### config.mk
export PLATFORM = sky130hd
export DESIGN_NAME = arbitrate
export DESIGN_NICKNAME = d
export VERILOG_FILES = /design/src/rtl/arbitrate.sv
export SDC_FILE = /design/constraint.sdc
export NUM_CORES = 1
export LEC_CHECK = 0
export CORE_ASPECT_RATIO = 1.4
export CORE_MARGIN = 8
export CORE_UTILIZATION = 38
export DETAILED_ROUTE_END_ITERATION = 10
export GPL_TIMING_DRIVEN = 0
export PLACE_DENSITY_LB_ADDON = 0.08
export SYNTH_ARGS = -nofsm -noshare
export SYNTH_HDL_FRONTEND = slang
export SYNTH_SLANG_ARGS = --single-unit
### constraint.sdc
create_clock -name clk -period 2.1 [get_ports clk]
set_input_delay 0.315 -clock clk [delete_from_list [all_inputs] [get_ports clk]]
set_output_delay 0.315 -clock clk [all_outputs]
set_load 0.05 [all_outputs]
### src/rtl/arbitrate.sv
// N-input to one-output round-robin stream merger. Each output word is tagged
// with the index of the input it came from; the output is a single register.
module arbitrate #(
    parameter int W = 8,
    parameter int N = 4
) (
    input  logic                   clk,
    input  logic                   rst,
    input  logic [N*W-1:0]         s_dat,
    input  logic [N-1:0]           s_stb,
    output logic [N-1:0]           s_ack,
    output logic [W-1:0]           m_dat,
    output logic [$clog2(N)-1:0]   m_idx,
    output logic                   m_stb,
    input  logic                   m_ack
);

    localparam int IW = $clog2(N);

    logic [N-1:0][W-1:0] dat_arr;
    logic [IW-1:0]       ptr;
    logic [IW-1:0]       gnt_idx;
    logic                gnt_valid;
    logic                open;

    // Input slot reached k steps after base, wrapping at N (N need not be 2^k).
    function automatic logic [IW-1:0] rotate(input logic [IW-1:0] base, input int k);
        int j;
        j = int'(base) + k;
        if (j >= N) j = j - N;
        return IW'(j);
    endfunction

    assign dat_arr = s_dat;

    // The register accepts a new word whenever it is empty or being drained.
    assign open = !m_stb || m_ack;

    // Scanning from the far end lets the last hit be the first slot after ptr.
    always_comb begin
        // NOTE: combinational blocks use blocking '=' and give every output a
        // default first, so no path leaves a signal unassigned (no latch).
        gnt_valid = 1'b0;
        gnt_idx   = '0;
        if (open) begin
            for (int k = N - 1; k >= 0; k--) begin
                if (s_stb[rotate(ptr, k)]) begin
                    gnt_valid = 1'b1;
                    gnt_idx   = rotate(ptr, k);
                end
            end
        end
    end

    always_comb begin
        s_ack = '0;
        if (gnt_valid && rst) s_ack[gnt_idx] = 1'b1;
    end

    // NOTE: sequential state uses non-blocking '<=' so every register samples
    // pre-edge values; all state here is control or a single word, so all of
    // it is cleared by the asynchronous reset.
    always_ff @(posedge clk or negedge rst) begin
        if (!rst) begin
            m_stb <= 1'b0;
            m_dat <= '0;
            m_idx <= '0;
            ptr   <= '0;
        end else if (gnt_valid) begin
            m_stb <= 1'b1;
            m_dat <= dat_arr[gnt_idx];
            m_idx <= gnt_idx;
            ptr   <= (gnt_idx == IW'(N - 1)) ? '0 : gnt_idx + IW'(1);
        end else if (m_ack && m_stb) begin
            m_stb <= 1'b0;
        end
    end

endmodule
* Word-level counts from Yosys, hierarchy flattened
Cells that the tools add are included.
Widths: inputs -> output; s select.
** Storage, ports and cells
- Memory bits (read-only) :: 0
- Word-level logic and storage cells :: 63
- Register bits :: 13
- Memories kept :: 0
- Memory bits (writable) :: 0
- Latch bits :: 0
** Operators by class
- Multipliers :: 0
- Divide/modulo/power cells :: 0
- Add/sub/neg operators :: 8
- Shifts and indexed selects :: 0
- Order comparisons :: 10
- Equal/unequal tests :: 1
- Reductions and logical operators :: 6
- Bitwise gates (word level) :: 0
- Muxes and demuxes :: 34
** Operator list (number)
- $mux 2 :: 14
- $bmux 8 s2 :: 1
- $lt 2x3->1 const B :: 5
- $mux 1 :: 12
- $ge 3x3->1 const B :: 3
- $bmux 1 s2 :: 4
- $mux 8 :: 1
- $sub 2x1->2 const B :: 4
- $add 2x2->3 const B :: 2
- $mux 4 :: 1
- $add 2x1->3 const B :: 1
- $ge 2x3->1 const B :: 1
- $logic_and 1x1->1 :: 3
- $add 2x1->2 const B :: 1
- $demux 1 s2 :: 1
- $eq 2x2->1 const B :: 1
- $ge 2x1->1 const B :: 1
- $reduce_bool 2->1 :: 1
- $logic_not 1->1 :: 1
- $logic_or 1x1->1 :: 1

* Depth between registers and ports, before layout
- Depth in word-level cells :: 16
- Depth in mapped cells :: 8
- Mapped depth without buffers :: 7

* Worst setup path after synthesis
OpenSTA, ideal clock, no wires.
- Path kind :: register to output
- Start :: reg m_stb
- End :: out s_ack[3]
- Path buffers :: 1
- Stages on the path, launching flop included :: 8
- Arrival :: 2.083 ns
- Path slack :: -0.298 ns
- Data required time :: 1.785 ns
- Cell sequence :: dfrtp_1 > nand2b_1 > nand2_1 > or4_1 > buf_2 > inv_1 > ha_1 > and3_1
** On the way
- Longest elaborated chain between the ends :: 8
** RTL lines
- start: declaration :: RTL line 14 : output logic m_stb,
- start signal: assignment :: RTL line 65 : m_stb <= 1'b0;
- start signal: assignment :: RTL line 70 : m_stb <= 1'b1;
- start signal: assignment :: RTL line 75 : m_stb <= 1'b0;
- $logic_not 1->1 * :: RTL line 37 : assign open = !m_stb || m_ack;
- $logic_or 1x1->1 * :: RTL line 37
- $mux 2 * :: RTL line 45 : if (open) begin
- via gnt_idx[0] :: RTL line 22 : logic [IW-1:0] gnt_idx;
- $lt 2x3->1 (implied by the code) / $ge 2x1->1 (equally long branches) :: RTL line 57 : if (gnt_valid && rst) s_ack[gnt_idx] = 1'b1;
- $logic_and 1x1->1 (implied by the code) :: RTL line 57
- $mux 1 (implied by the code) :: RTL line 57
- $demux 1 s2 * :: RTL line 57
- $mux 4 * :: RTL line 57
- end: declaration :: RTL line 11 : output logic [N-1:0] s_ack,
Mark *: on every way through the listed nets, which the timed path passes. The rest lies on a longest branch.

* Worst setup path in the final report
- Start :: in m_ack
- End :: out s_ack[3]
** On the way
- Longest elaborated chain between the ends :: 7
** RTL lines
- start: declaration :: RTL line 15 : input logic m_ack
- $logic_or 1x1->1 * :: RTL line 37
- $mux 2 * :: RTL line 45
- via gnt_idx[0] :: RTL line 22
- $lt 2x3->1 (implied by the code) / $ge 2x1->1 (equally long branches) :: RTL line 57
- $logic_and 1x1->1 (implied by the code) :: RTL line 57
- $mux 1 (implied by the code) :: RTL line 57
- $demux 1 s2 * :: RTL line 57
- $mux 4 * :: RTL line 57
Marked as above.

==> results.md <==
* Result of the run: finished, violations left
* Violated checks: setup timing
* Final core utilization at 0.739
* Summed instance area of the synthesized netlist at 971 sq um
* Largest net degree at the start of global routing at 18
* Critical path data arrival time at 2.08 ns
* Syn Inst Count at 109
* Met2 WL post-DR at 1690 um
* Post-DR wirelength/cell at 15.9 um
* Number of clock buffers inserted by TritonCTS at 3
* Final hold violations at 0
* Count of clock tree sinks at 13
* Startpoint type of the worst setup path: input port
* Final number of max-transition violations at 0
* Post-detail-place hpwl at 2500 um
* CP Data Required Time at 1.78 ns
* Leakage Power at 0.772 nW
* Portion of the post-synthesis area used by sequential elements at 0.335
* Area overhead of the layout relative to synthesis at 84.0%
* Power per Cell Area at 934 nW/um^2
* Transition time of the tightest slew-check pin at 0.767 ns
* Final GP Congestion at 0.802
* Buffer and inverter count on the worst path at 3
* CTS tree: done
* Worst Reg2Reg Path Length in Cells at 6
* Worst-case setup margin in the final layout at -0.299 ns
* Fin area at 1790 sq um
* Antenna violations before repair at 0
* TritonRoute pass-1 iters at 4
* Height of the die at 75.8 um
* # H-tree levels at 1
* Max-capacitance violation count at 0
* Maximum fanout along the worst path at 4
* Vias post-DR at 1099
* Count of endpoints failing setup in the final report at 4
* Longest individual stage delay on the worst path at 0.59 ns
* Standard cell area after detailed placement at 1560 sq um
* Core area at 2420 sq um
* Number of distinct library cell variants in the gate-level netlist after synthesis at 32
* Period Utilization, post-route at 1.14
* Total Nets Final at 216
* Accumulated negative setup slack at -1.14 ns
* Worst hold-check path type: in2async
* Overall die area at 4450 sq um
* Met3 routed wirelength at 206 um
* Site Rows at 21
* Top metal layer carrying routed signals: met4
* Cell chain of the critical path: clkdlybuf4s50_1 > nand2b_4 > nand2_1 > or4_4 > inv_6 > ha_4 > and3_4 > buf_8
* #FFs+latches synth at 13
* CTS Buffer Depth at 2
* Total track usage at 0.159
* Count of inserted antenna diode cells at 0
* Average footprint of a synthesized cell at 8.91 sq um
* Residual DRC count at 0
* Unrepaired setup endpoints after global routing: true
* Endpoint of the most critical register-to-register path: m_dat[5]
* Wire length after detailed routing at 3280 um
* Number of input and output port buffers inserted at 53
* Starting density of the core at 0.402
* Clock period minus final worst setup slack at 2.40 ns
* Setup CP Type: in2out
* Clock edge transition at the registers on the reported setup and hold paths at 0.10 ns
* Cell class contributing the biggest share of worst-path delay: simple AND/OR/NAND/NOR gates
* GRT Residual Overflow at 0
* Via/cell ratio at 5.33
* Max VDD drop at 518 uV
* Clock latency at the later pin of the worst-skew pair at 0.29 ns
* DRC marker count from the first detailed-route iteration at 20
* Post-detailed-route count of antenna-violating nets at 0
* Routed metal-1 wirelength at 1300 um
* Clock skew at 0.00694 ns
* Number of warnings issued by yosys at 0
* Clock root buffer: clkbuf_4
* Layout cell share with drive strength beyond 1 at 0.244
* Via count of the first global-routing pass at 1179
* Fmax at 417 MHz
* Horiz. Die Dim at 58.7 um
* Number of primary I/O pins at 54
* Slew margin rel. at 0.487
* Reg2reg start: ptr[1]
* Wire length of the first global-routing pass at 5530 um
* Flop-to-flop setup slack at 0.04 ns
* Kind of end point of the critical path: output pin
* Net count of the mapped netlist at 152
* Library cell contributing the largest single delay on the critical path: or4_4
-- kinds of logic (layout without fill, tap and decap cells) --
logic type,count (synthesis),after routing,synth area share
AOI/OAI and AO/OA,27,27,0.224
adders and majority gates,4,4,0.0515
buffers and inverters,17,80,0.0773
DFF,13,13,0.335
muxes,8,8,0.0876
and+or+nand+nor,40,40,0.224
-- final cells by class --
class | instances | area, sq um
Multi-Input combinational cell | 79 | 693
Fill cell | 180 | 631
Timing Repair Buffer | 60 | 602
Sequential cell | 13 | 328
Buffer | 5 | 47.5
Inverter | 11 | 46.3
Tap cell | 34 | 42.5
Clock buffer | 3 | 22.5
Clock inverter | 1 | 5.00
-- registers in the layout, indices dropped and copies added, names as in the netlist --
name / count
m_dat: 8
m_idx: 2
ptr: 2
m_stb: 1
-- worst max-delay path by stage --
stage / start / endpoint / cells after the start
2_1_floorplan: m_stb / s_ack[3] / 7
3_3_place_gp: s_stb[3] / s_ack[3] / 9
5_1_grt: ptr[0] / s_ack[3] / 7
6_report: m_ack / s_ack[3] / 8
4_1_cts: ptr[0] / s_ack[1] / 8
3_5_place_dp: s_stb[3] / s_ack[3] / 9
-- per-stage QoR --
stage,worst slack (ns),power [W],cells,hold WS [ns]
2_1_floorplan,-0.0300,0.00101,109,0.0194
3_3_place_gp,-1.24,0.00132,196,0.461
3_5_place_dp,-1.28,0.00134,196,0.477
4_1_cts,-0.374,0.00162,207,0.466
5_1_grt,-0.356,0.00177,206,0.510
6_report,-0.299,0.00167,206,0.462
-- worst reg2reg max path: stages, from the launching register on --
cell and delay, ns:
dfrtp_1 0.48, a21boi_4 0.18, buf_4 0.16, or3_4 0.38
buf_6 0.14, mux2_4 0.29, a221o_1 0.31
-- report_power, final --
group	internal [W]	switching, W	total [W]
sequential	0.000339	0.0000667	0.000405
combinational	0.000486	0.000607	0.00109
clock	0.0000709	0.000100	0.000171
total	0.000895	0.000774	0.00167
-- cell usage after synthesis, drive strengths merged --
cell type,n,area [sq um]
o2111ai,1,8.76
and3b,1,10.0
and2,1,6.26
o21ai,1,5.00
dfrtp,13,325
nand2,16,60.1
or4,2,15.0
buf,5,30.0
a221o,1,10.0
inv,11,41.3
o311ai,6,52.6
mux2i,7,70.1
nor3b,1,12.5
or2b,3,22.5
o211ai,6,45.0
mux2,1,15.0
a21boi,2,18.8
nand2b,4,25.0
nor4,2,12.5
a21oi,1,8.76
and3,4,25.0
clkbuf,1,3.75
o311a,1,10.0
nand3,1,5.00
o22ai,1,6.26
ha,4,50.1
nor2,3,11.3
o31ai,7,52.6
or3,2,12.5
-- per-layer routing --
| layer | track usage | up-vias |
|---|---|---|
| li1 | - | 533 |
| met1 | 0.171 | 526 |
| met2 | 0.282 | 33 |
| met3 | 0.0389 | 7 |
| met4 | 0.0800 | 0 |
| met5 | 0 | - |
-- placed cells by master (no fill, tap or decap), types with 2 or more instances in the layout --
cell             instances
dlygate4sd2_1            4
mux2i_1                  7
buf_8                    4
nor2_1                   3
clkdlybuf4s50_1         45
o311ai_1                 3
ha_4                     2
or2b_1                   3
nand2_1                 16
inv_1                    9
clkbuf_4                 3
nand2b_4                 2
and3_4                   4
buf_4                    7
o31ai_1                  7
dfrtp_1                 11
buf_6                    2
o211ai_1                 6
dfrtp_2                  2
o311ai_0                 2
nand2b_1                 2
-- what timing repair did --
item / in CTS / in global routing
buffers inserted: 7 / 1
endpoints found under the setup margin: 12 / 12
pin swaps: 4 / 5
gates resized for setup: 55 / 16
hold buffers: 0 / 0
No activity file was read; power rests on OpenSTA's default activity.
